===== src/rtl/altr_hps_rr_arb.sv =====
// altr_hps_rr_arb: round-robin arbiter with registered one-hot grant,
// hold-until-release ownership and an optional hold-time preemption limit.
//
// Ports:
//   clk       - clock, all logic on the rising edge
//   rst       - synchronous active-high reset
//   req       - level request per requester, held while using the resource
//   gnt       - registered one-hot grant
//   gnt_valid - registered OR of gnt
//   gnt_id    - registered index of the owner (0 when idle)
//   any_req   - combinational OR of req, for upstream clock/power gating
module altr_hps_rr_arb #(
  parameter int NUM_REQ  = 4,
  parameter int ID_W     = 2,
  parameter int HOLD_MAX = 16,
  parameter int CNT_W    = 5
) (
  input  logic               clk,
  input  logic               rst,
  input  logic [NUM_REQ-1:0] req,
  output logic [NUM_REQ-1:0] gnt,
  output logic               gnt_valid,
  output logic [ID_W-1:0]    gnt_id,
  output logic               any_req
);

  localparam logic [0:0] IDLE  = 1'b0;
  localparam logic [0:0] GRANT = 1'b1;

  localparam bit HOLD_EN = (HOLD_MAX != 0);
  localparam logic [CNT_W-1:0] HOLD_LAST =
    HOLD_EN ? CNT_W'(HOLD_MAX - 1) : '0;
  localparam logic [ID_W:0] NREQ = (ID_W+1)'(NUM_REQ);
  localparam logic [ID_W-1:0] LAST_RST = ID_W'(NUM_REQ - 1);

  logic [0:0]         state_q, state_d;
  logic [NUM_REQ-1:0] gnt_q, gnt_d;
  logic               gnt_valid_q, gnt_valid_d;
  logic [ID_W-1:0]    gnt_id_q, gnt_id_d;
  logic [ID_W-1:0]    last_ptr_q, last_ptr_d;
  logic [CNT_W-1:0]   hold_cnt_q, hold_cnt_d;

  logic               found;
  logic [ID_W-1:0]    win_id;
  logic [ID_W:0]      sum;
  logic               own_req;
  logic               others;
  logic               at_limit;

  assign any_req = |req;

  // Scan last_ptr+1 .. last_ptr+NUM_REQ (mod NUM_REQ); first hit wins,
  // so the previous owner is checked last.
  always_comb begin
    found  = 1'b0;
    win_id = '0;
    sum    = '0;
    for (int k = 1; k <= NUM_REQ; k++) begin
      sum = {1'b0, last_ptr_q} + (ID_W+1)'(k);
      if (sum >= NREQ) sum = sum - NREQ;
      if (!found && req[sum[ID_W-1:0]]) begin
        found  = 1'b1;
        win_id = sum[ID_W-1:0];
      end
    end
  end

  assign own_req  = req[gnt_id_q];
  assign others   = |(req & ~gnt_q);
  assign at_limit = HOLD_EN && (hold_cnt_q == HOLD_LAST);

  always_comb begin
    state_d     = state_q;
    gnt_d       = gnt_q;
    gnt_valid_d = gnt_valid_q;
    gnt_id_d    = gnt_id_q;
    last_ptr_d  = last_ptr_q;
    hold_cnt_d  = hold_cnt_q;
    unique case (state_q)
      IDLE: begin
        if (found) begin
          state_d     = GRANT;
          gnt_d       = NUM_REQ'(1) << win_id;
          gnt_valid_d = 1'b1;
          gnt_id_d    = win_id;
          last_ptr_d  = win_id;
          hold_cnt_d  = '0;
        end
      end
      GRANT: begin
        // Release and preemption both return to IDLE, giving one dead
        // cycle between owners for the downstream mux to settle.
        if (!own_req || (at_limit && others)) begin
          state_d     = IDLE;
          gnt_d       = '0;
          gnt_valid_d = 1'b0;
          gnt_id_d    = '0;
          hold_cnt_d  = '0;
        end else if (HOLD_EN && !at_limit) begin
          hold_cnt_d = hold_cnt_q + CNT_W'(1);
        end
      end
      default: begin
        state_d     = IDLE;
        gnt_d       = '0;
        gnt_valid_d = 1'b0;
        gnt_id_d    = '0;
      end
    endcase
  end

  always_ff @(posedge clk) begin
    if (rst) begin
      state_q     <= IDLE;
      gnt_q       <= '0;
      gnt_valid_q <= 1'b0;
      gnt_id_q    <= '0;
      last_ptr_q  <= LAST_RST;
      hold_cnt_q  <= '0;
    end else begin
      state_q     <= state_d;
      gnt_q       <= gnt_d;
      gnt_valid_q <= gnt_valid_d;
      gnt_id_q    <= gnt_id_d;
      last_ptr_q  <= last_ptr_d;
      hold_cnt_q  <= hold_cnt_d;
    end
  end

  assign gnt       = gnt_q;
  assign gnt_valid = gnt_valid_q;
  assign gnt_id    = gnt_id_q;

endmodule


===== config.mk =====
export PLATFORM = sky130hd
export DESIGN_NAME = altr_hps_rr_arb
export DESIGN_NICKNAME = d
export VERILOG_FILES = /design/src/rtl/altr_hps_rr_arb.sv
export SDC_FILE = /design/constraint.sdc
export NUM_CORES = 1
export LEC_CHECK = 0
export ABC_AREA = 0
export BUFFER_PORTS_ARGS = -buffer_cell sky130_fd_sc_hd__buf_2
export CAP_MARGIN = 20
export CORE_MARGIN = 4
export CORE_UTILIZATION = 30
export DETAILED_ROUTE_END_ITERATION = 10
export PLACE_DENSITY = 0.55
export SYNTH_ARGS = -nofsm -noshare
export SYNTH_HDL_FRONTEND = slang
export SYNTH_SLANG_ARGS = --single-unit

===== constraint.sdc =====
create_clock -name clk -period 2.4 [get_ports clk]
set_input_delay 0.36 -clock clk [delete_from_list [all_inputs] [get_ports clk]]
set_output_delay 0.36 -clock clk [all_outputs]
set_load 0.005 [all_outputs]

==> results of run 1 <==
routing by layer:
layer / vias up / share of wire / routed length (µm) / global-route usage
met5: - / 0 / 0 / 0
met4: 0 / 0.021 / 44 / 0.0650
met3: 6 / 0.059 / 122 / 0.0335
met2: 25 / 0.47 / 970 / 0.207
met1: 361 / 0.45 / 944 / 0.167
li1: 384 / - / - / -
how the worst min path moves through the flow:
| stage | startpoint | end | slack [ps] |
|---|---|---|---|
| after floorplan | hold_cnt_q[1] | hold_cnt_q[1] | 450 |
| after global placement | gnt_valid | gnt_valid | 460 |
| after detailed placement | hold_cnt_q[1] | hold_cnt_q[1] | 480 |
| after CTS | rst | state_q | 420 |
| after global routing | rst | state_q | 430 |
| final | rst | state_q | 430 |
where the power goes:
group	switching [mW]	internal [mW]	leakage, nW
Combinational	0.0712	0.0487	0.203
Clock	0.0839	0.0646	0.0150
Sequential	0.0202	0.268	0.123
Total	0.175	0.381	0.341
layout by cell type (no fill, tap or decap), types with 3 or more instances in the layout:
cell,n
dfxtp_1,15
nand2_1,13
buf_2,13
nand2b_1,6
nor2b_1,5
o32ai_1,5
o22ai_1,4
o21ai_1,3
nor2_1,3
a21oi_1,3
clkbuf_4,3
registers in the layout, indices dropped and copies added (netlist names):
register    count
hold_cnt_q      5
gnt             4
gnt_id          2
last_ptr_q      2
gnt_valid       1
state_q         1
through the flow:
stage          hold WS [ps]  cell area [µm²]
4_1_cts                 420              971
2_1_floorplan           446              846
3_3_place_gp            459              945
5_1_grt                 429              971
3_5_place_dp            478              945
6_report                427              971
logic make-up (layout without fill, tap and decap cells):
kind of cell	Yosys count	count (layout)
buffers and inverters	4	20
adders and majority gates	2	2
muxes	2	2
and+or+nand+nor	41	41
DFF	15	15
AOI/OAI and AO/OA	28	28
area by class of cell:
type / count / area [µm²]
Fill cell: 248 / 1620
Multi-Input combinational cell: 73 / 531
Sequential cell: 15 / 300
Timing Repair Buffer: 13 / 65.1
Tap cell: 30 / 37.5
Clock buffer: 4 / 26.3
Inverter: 3 / 11.3
==> run metrics, run 1 <==
status=completed; syn avg cell area=9.19 µm²; synthesized flop and latch total=15; Fin. Hold Viols=0; CP startpoint kind=register; CTS Hold Bufs=0; stages on the worst setup path=6; post_cts resized=0; Yosys top cell area share=0.355; Ports=14; via/cell ratio=5.62; HP Class=input pin to register; overall power=around 0.56 mW; most frequent cell after synthesis=dfxtp_1; CP delay by family, top=compound AO/OA/AOI/OAI gates; Max Freq=550 MHz; critical-path cell list=ha_1, and3_1, ha_1, o41ai_2, a21oi_4, o32ai_1; top_reg_cell synth=dfxtp_1; hold path cells=2; r2r endpoint=gnt[3]; CTS Buf Count=3; initial core utilization=0.327; final cell count without fillers=138; Synth cell types=35; worst slack at placement=636 ps; leak pwr=0.341 nW; reg2reg setup slack=just under 600 ps; via count=776; Slew headroom=0.630; CTS H-tree lvls=1; share of cells above drive strength 1=0.250; EDFF count, synth=0; post-synthesis sequential area ratio=0.355; Critical Path RT=2560 ps; nets@finish=117; final setup skew=4.43 ps; Post-Syn Nets=100; DRC Markers=0; VDD IR max=0.366 mV; Worst Setup SP=hold_cnt_q[0]; dpl cells=134; fin util=0.375; Max Cap Violations=0; main combinational cell family by area after synthesis=compound AO/OA/AOI/OAI gates; Overall Global Routing Usage=0.132; Setup crit end kind=register; Routed Antenna Nets=0; number of DRC markers after the initial detailed-route iteration=19; most frequent CP cell=ha_1; Post-Synth Simple-Gate Area=0.283; Tightest Pin Transition=551 ps; slowest stage cell, crit path=dfxtp_1; die area=~3700 µm²; Yosys warnings=0; Worst R2R Start=hold_cnt_q[0]; Die X=61.1 µm; initial antenna violation count=0; Layout area overhead=14.8%; WL final=2080 µm; min Tclk post-route=1820 ps; most area-consuming cells after synthesis=dfxtp_1 (36%), nand2_1 (5.8%), o32ai_1 (5.2%); TritonCTS clock tree=built; CTS root buffer=clkbuf_4; largest net degree at the start of global routing=15; Post-CTS Setup Bufs=0; clock buffer depth=2; die height=61.1 µm; WP data arrival=between 1500 and 2000 ps; post-synthesis compound-gate area fraction=0.291; asr flop ratio synth=0; CTS Sinks=15; total grt overflow=0; mux share of post-synthesis cell area=0.0237; I/O Buffers=13; Antenna Cells=0; post-DR wirelength/cell=approximately 15 µm; Mapped Area=846 µm²; Synth top cells by count=dfxtp_1 (15), nand2_1 (13), nand2b_1 (6); Post-Syn Instances=92; Clock transition at path regs=90 ps; vias in the first global route=777; post-synth top area cell=dfxtp_1; FP Rows=18; kind of critical path=register to register; Bufs and invs on worst path=0; worst setup margin=roughly 580 ps; Post-Synth XOR/XNOR Area=0; fraction of the mapped netlist area in adder cells=0.0296; Power Density=about 570 nW/µm²; first-pass GRT wire length=between 3000 and 4000 µm; DP HPWL=1610 µm; gpl congestion=0.792; Worst Setup EP=gnt[3]; # setup viols final=0; RSZ-0062 raised after global routing=false; DRT Pass-1 Iters=4; Clock Latency Late Sink=290 ps; Final period util=0.757; Crit path largest cell delay=380 ps; area of the core=~2600 µm²; worst-path fanout max=9; final slew viol count=0; setup TNS=0 ps; reg2reg path depth=6
Note: power is estimated with default switching activity, not from simulation.
==> run 2, diff against run 1 <==
ABC_AREA = 1   (was 0)
PLACE_DENSITY = 0.56   (was 0.55)
clock period = 1.5 ns   (was 2.4 ns; I/O delays follow)
==> run 2 against run 1 <==
Compared with the run above: die area up 17%; combinational power grew to 11 times the previous value; cell count up 71%; the run now ends with setup timing left; wire length up 20%; synthesized cell count increased by 80%; register-to-register slack lost 590 ps; hold slack got worse by 210 ps; cell area up 33%; clock power up 61%.
==> run metrics, run 2 <==
Yosys warnings=0 (unchanged); WP data arrival=1690 ps (-280 ps); DRT Pass-1 Iters=4 (unchanged); clock buffer depth=2 (unchanged); Max Cap Violations=0 (unchanged); failing checks=setup timing; post-DR wirelength/cell=10.6 µm (-30%); switch share=0.481 (+0.166); WL final=2490 µm (+20%); EDFF count, synth=0 (unchanged); Final period util=1.00 (+0.246); Max Freq=664 MHz (+21%); Clock transition at path regs=90 ps (about the same); CTS root buffer=clkbuf_4; status=complete, but fails checks; syn avg cell area=6.11 µm² (-34%); Die X=66.1 µm (+8.2%); share of cells above drive strength 1=0.354 (+0.104); Fin. Hold Viols=0 (unchanged); area of the core=3150 µm² (+22%); Slew headroom=0.828 (+0.199); most frequent cell after synthesis=nand2_1; Synth cell types=21 (-40%); commonest non-fill, non-tap cell in the layout=nand2_1; post-synthesis sequential area ratio=0.296 (-0.0587); Clock Latency Late Sink=290 ps (about the same); most frequent cells in the layout=nand2_1 (53), inv_1 (19), nand2_2 (16), buf_2 (13); min Tclk post-route=1510 ps (-313 ps); gpl congestion=0.757 (-4.5%); largest net degree at the start of global routing=10 (-5); Post-Syn Instances=166 (+80%); Most flops, register=hold_cnt_q; area occupied by multi-input gates=658 µm² (+24%); vias in the first global route=976 (+26%); kind of critical path=register to register; Antenna Cells=0 (unchanged); post-synth top area cell=dfxtp_1; # setup viols final=1 (+1); max reg flops=5 (unchanged); via/cell ratio=4.52 (-20%); sequential cell area=308 µm² (+2.5%); DP HPWL=1970 µm (+22%); first-pass GRT wire length=4360 µm (+19%); Power Density=1720 nW/µm² (+200%); CTS Sinks=15 (unchanged); die area=4370 µm² (+17%); overall power=2.22 mW (+300%); initial core utilization=0.321 (-0.00514); CP startpoint kind=register; asr flop ratio synth=0 (unchanged); I/O Buffers=13 (unchanged); number of DRC markers after the initial detailed-route iteration=35 (+16); final setup skew=4.81 ps (+0.377 ps); Ports=14 (unchanged); Reg power frac=0.302 (-0.216); worst setup margin=-5.22 ps (-587 ps); CTS Buf Count=3 (unchanged); leak pwr=0.650 nW (+91%); clock network power share=0.107 (-0.160); Layout area overhead=27.5%; Mapped Area=1010 µm² (+20%); RSZ-0062 raised after global routing=true; nets@finish=201 (+72%); fin area=1290 µm² (+33%); final slew viol count=0 (unchanged); via count=1,066 (+37%); DRC Markers=0 (unchanged); most area-consuming cells after synthesis=dfxtp_1 (30%), nand2_1 (21%), inv_1 (7.4%); initial antenna violation count=0 (unchanged); Yosys top cell area share=0.296 (-0.0587); worst-path fanout max=4 (-5); Routed Antenna Nets=0 (unchanged); Overall Global Routing Usage=0.127 (-0.00507); # fillers=365 (+47%); total grt overflow=0 (unchanged); Pint=1.15 mW (+200%); Setup crit end kind=register; sw power=1.07 mW (+510%); Tightest Pin Transition=257 ps (-295 ps); VDD IR max=0.661 mV (+80%); Post-DP Area=1190 µm² (+26%); power share of the combinational group=0.590 (+0.375); Synth top cells by count=nand2_1 (57), inv_1 (20), dfxtp_1 (15); CTS H-tree lvls=1 (unchanged); Post-Syn Nets=174 (+74%); die height=66.1 µm (+8.2%); Critical Path RT=1680 ps (-880 ps); TritonCTS clock tree=built; HP Class=input pin to register; synthesized flop and latch total=15 (unchanged); top_reg_cell synth=dfxtp_1; FP Rows=20 (+2)
-- run 2: cell count changes after synthesis, moves of 5 or more --
cell,change
inv_1,+18
inv_2,+5
nand2_1,+44
nand2_2,+12
nand2b_1,-6
nand3_1,+9
nor2_1,+9
nor2b_1,-5
o32ai_1,-5
-- run 2: power by group through the flow --
stage	Clock [mW]	Combinational, mW	Sequential (mW)
finish	0.238	1.31	0.672
global route	0.261	1.48	0.694
CTS	0.247	1.28	0.657
detailed placement	0	1.25	0.657
global placement	0	1.26	0.659
floorplan	0	0.944	0.618
-- run 2: per-stage QoR --
stage | hold slack [ps] | std cells | TNS (ps) | setup slack (ps) | utilization
2_1_floorplan | 440 | 166 | 0 | 30.3 | -
3_3_place_gp | 432 | 230 | -355 | -49.9 | 0.376
3_5_place_dp | 433 | 230 | -217 | -40.3 | 0.376
4_1_cts | 214 | 235 | -9.03 | -8.61 | 0.396
5_1_grt | 225 | 236 | -995 | -137 | 0.410
6_report | 221 | 236 | -5.22 | -5.22 | 0.410
-- run 2: critical path, stage by stage (launching register included) --
cell     delay, ps
dfxtp_2        370
ha_4           150
nand2_2         60
nor2_2          80
ha_2           200
nand4_1        210
nand2_2        170
nor2_2          40
nor2_1          90
nor2_1          50
-- run 2: path summary, 6_finish.rpt --
| path | start | end | slack (ps) | cells after the start |
|---|---|---|---|---|
| max | hold_cnt_q[0] | hold_cnt_q[3] | -5 | 9 |
| min | rst | hold_cnt_q[1] | 220 | 2 |
| max reg2reg | hold_cnt_q[0] | hold_cnt_q[3] | -5 | 9 |
| min reg2reg | gnt_valid | gnt_valid | 450 | 2 |
-- run 2: metal layers --
metal	global-route usage	vias up	share of wire	wire length, µm
met5	0	-	0	0
met4	0.0457	0	0.012	29
met3	0.0255	4	0.052	129
met2	0.177	18	0.39	979
met1	0.188	469	0.54	1350
li1	-	575	-	-
-- run 2: cells by family after synthesis --
family,synth area share
compound gates,0.0802
fa+ha+maj,0.0247
buf+inv,0.107
flops,0.296
simple gates,0.491
-- run 2: area by class of cell --
class,instances,share of cell area
inverter,25,0.0745
sequential,15,0.238
clock inverter,1,0.00387
timing repair buffer,24,0.114
clock buffer,3,0.0174
multi-input combinational,124,0.509
tap,44,0.0426
-- run 2: what timing repair did --
item,CTS,global route
setup endpoints to repair,10,13
gates resized for setup,10,11
hold buffers,0,0
buffers inserted,1,1
gates cloned,0,0
pin swaps,8,11
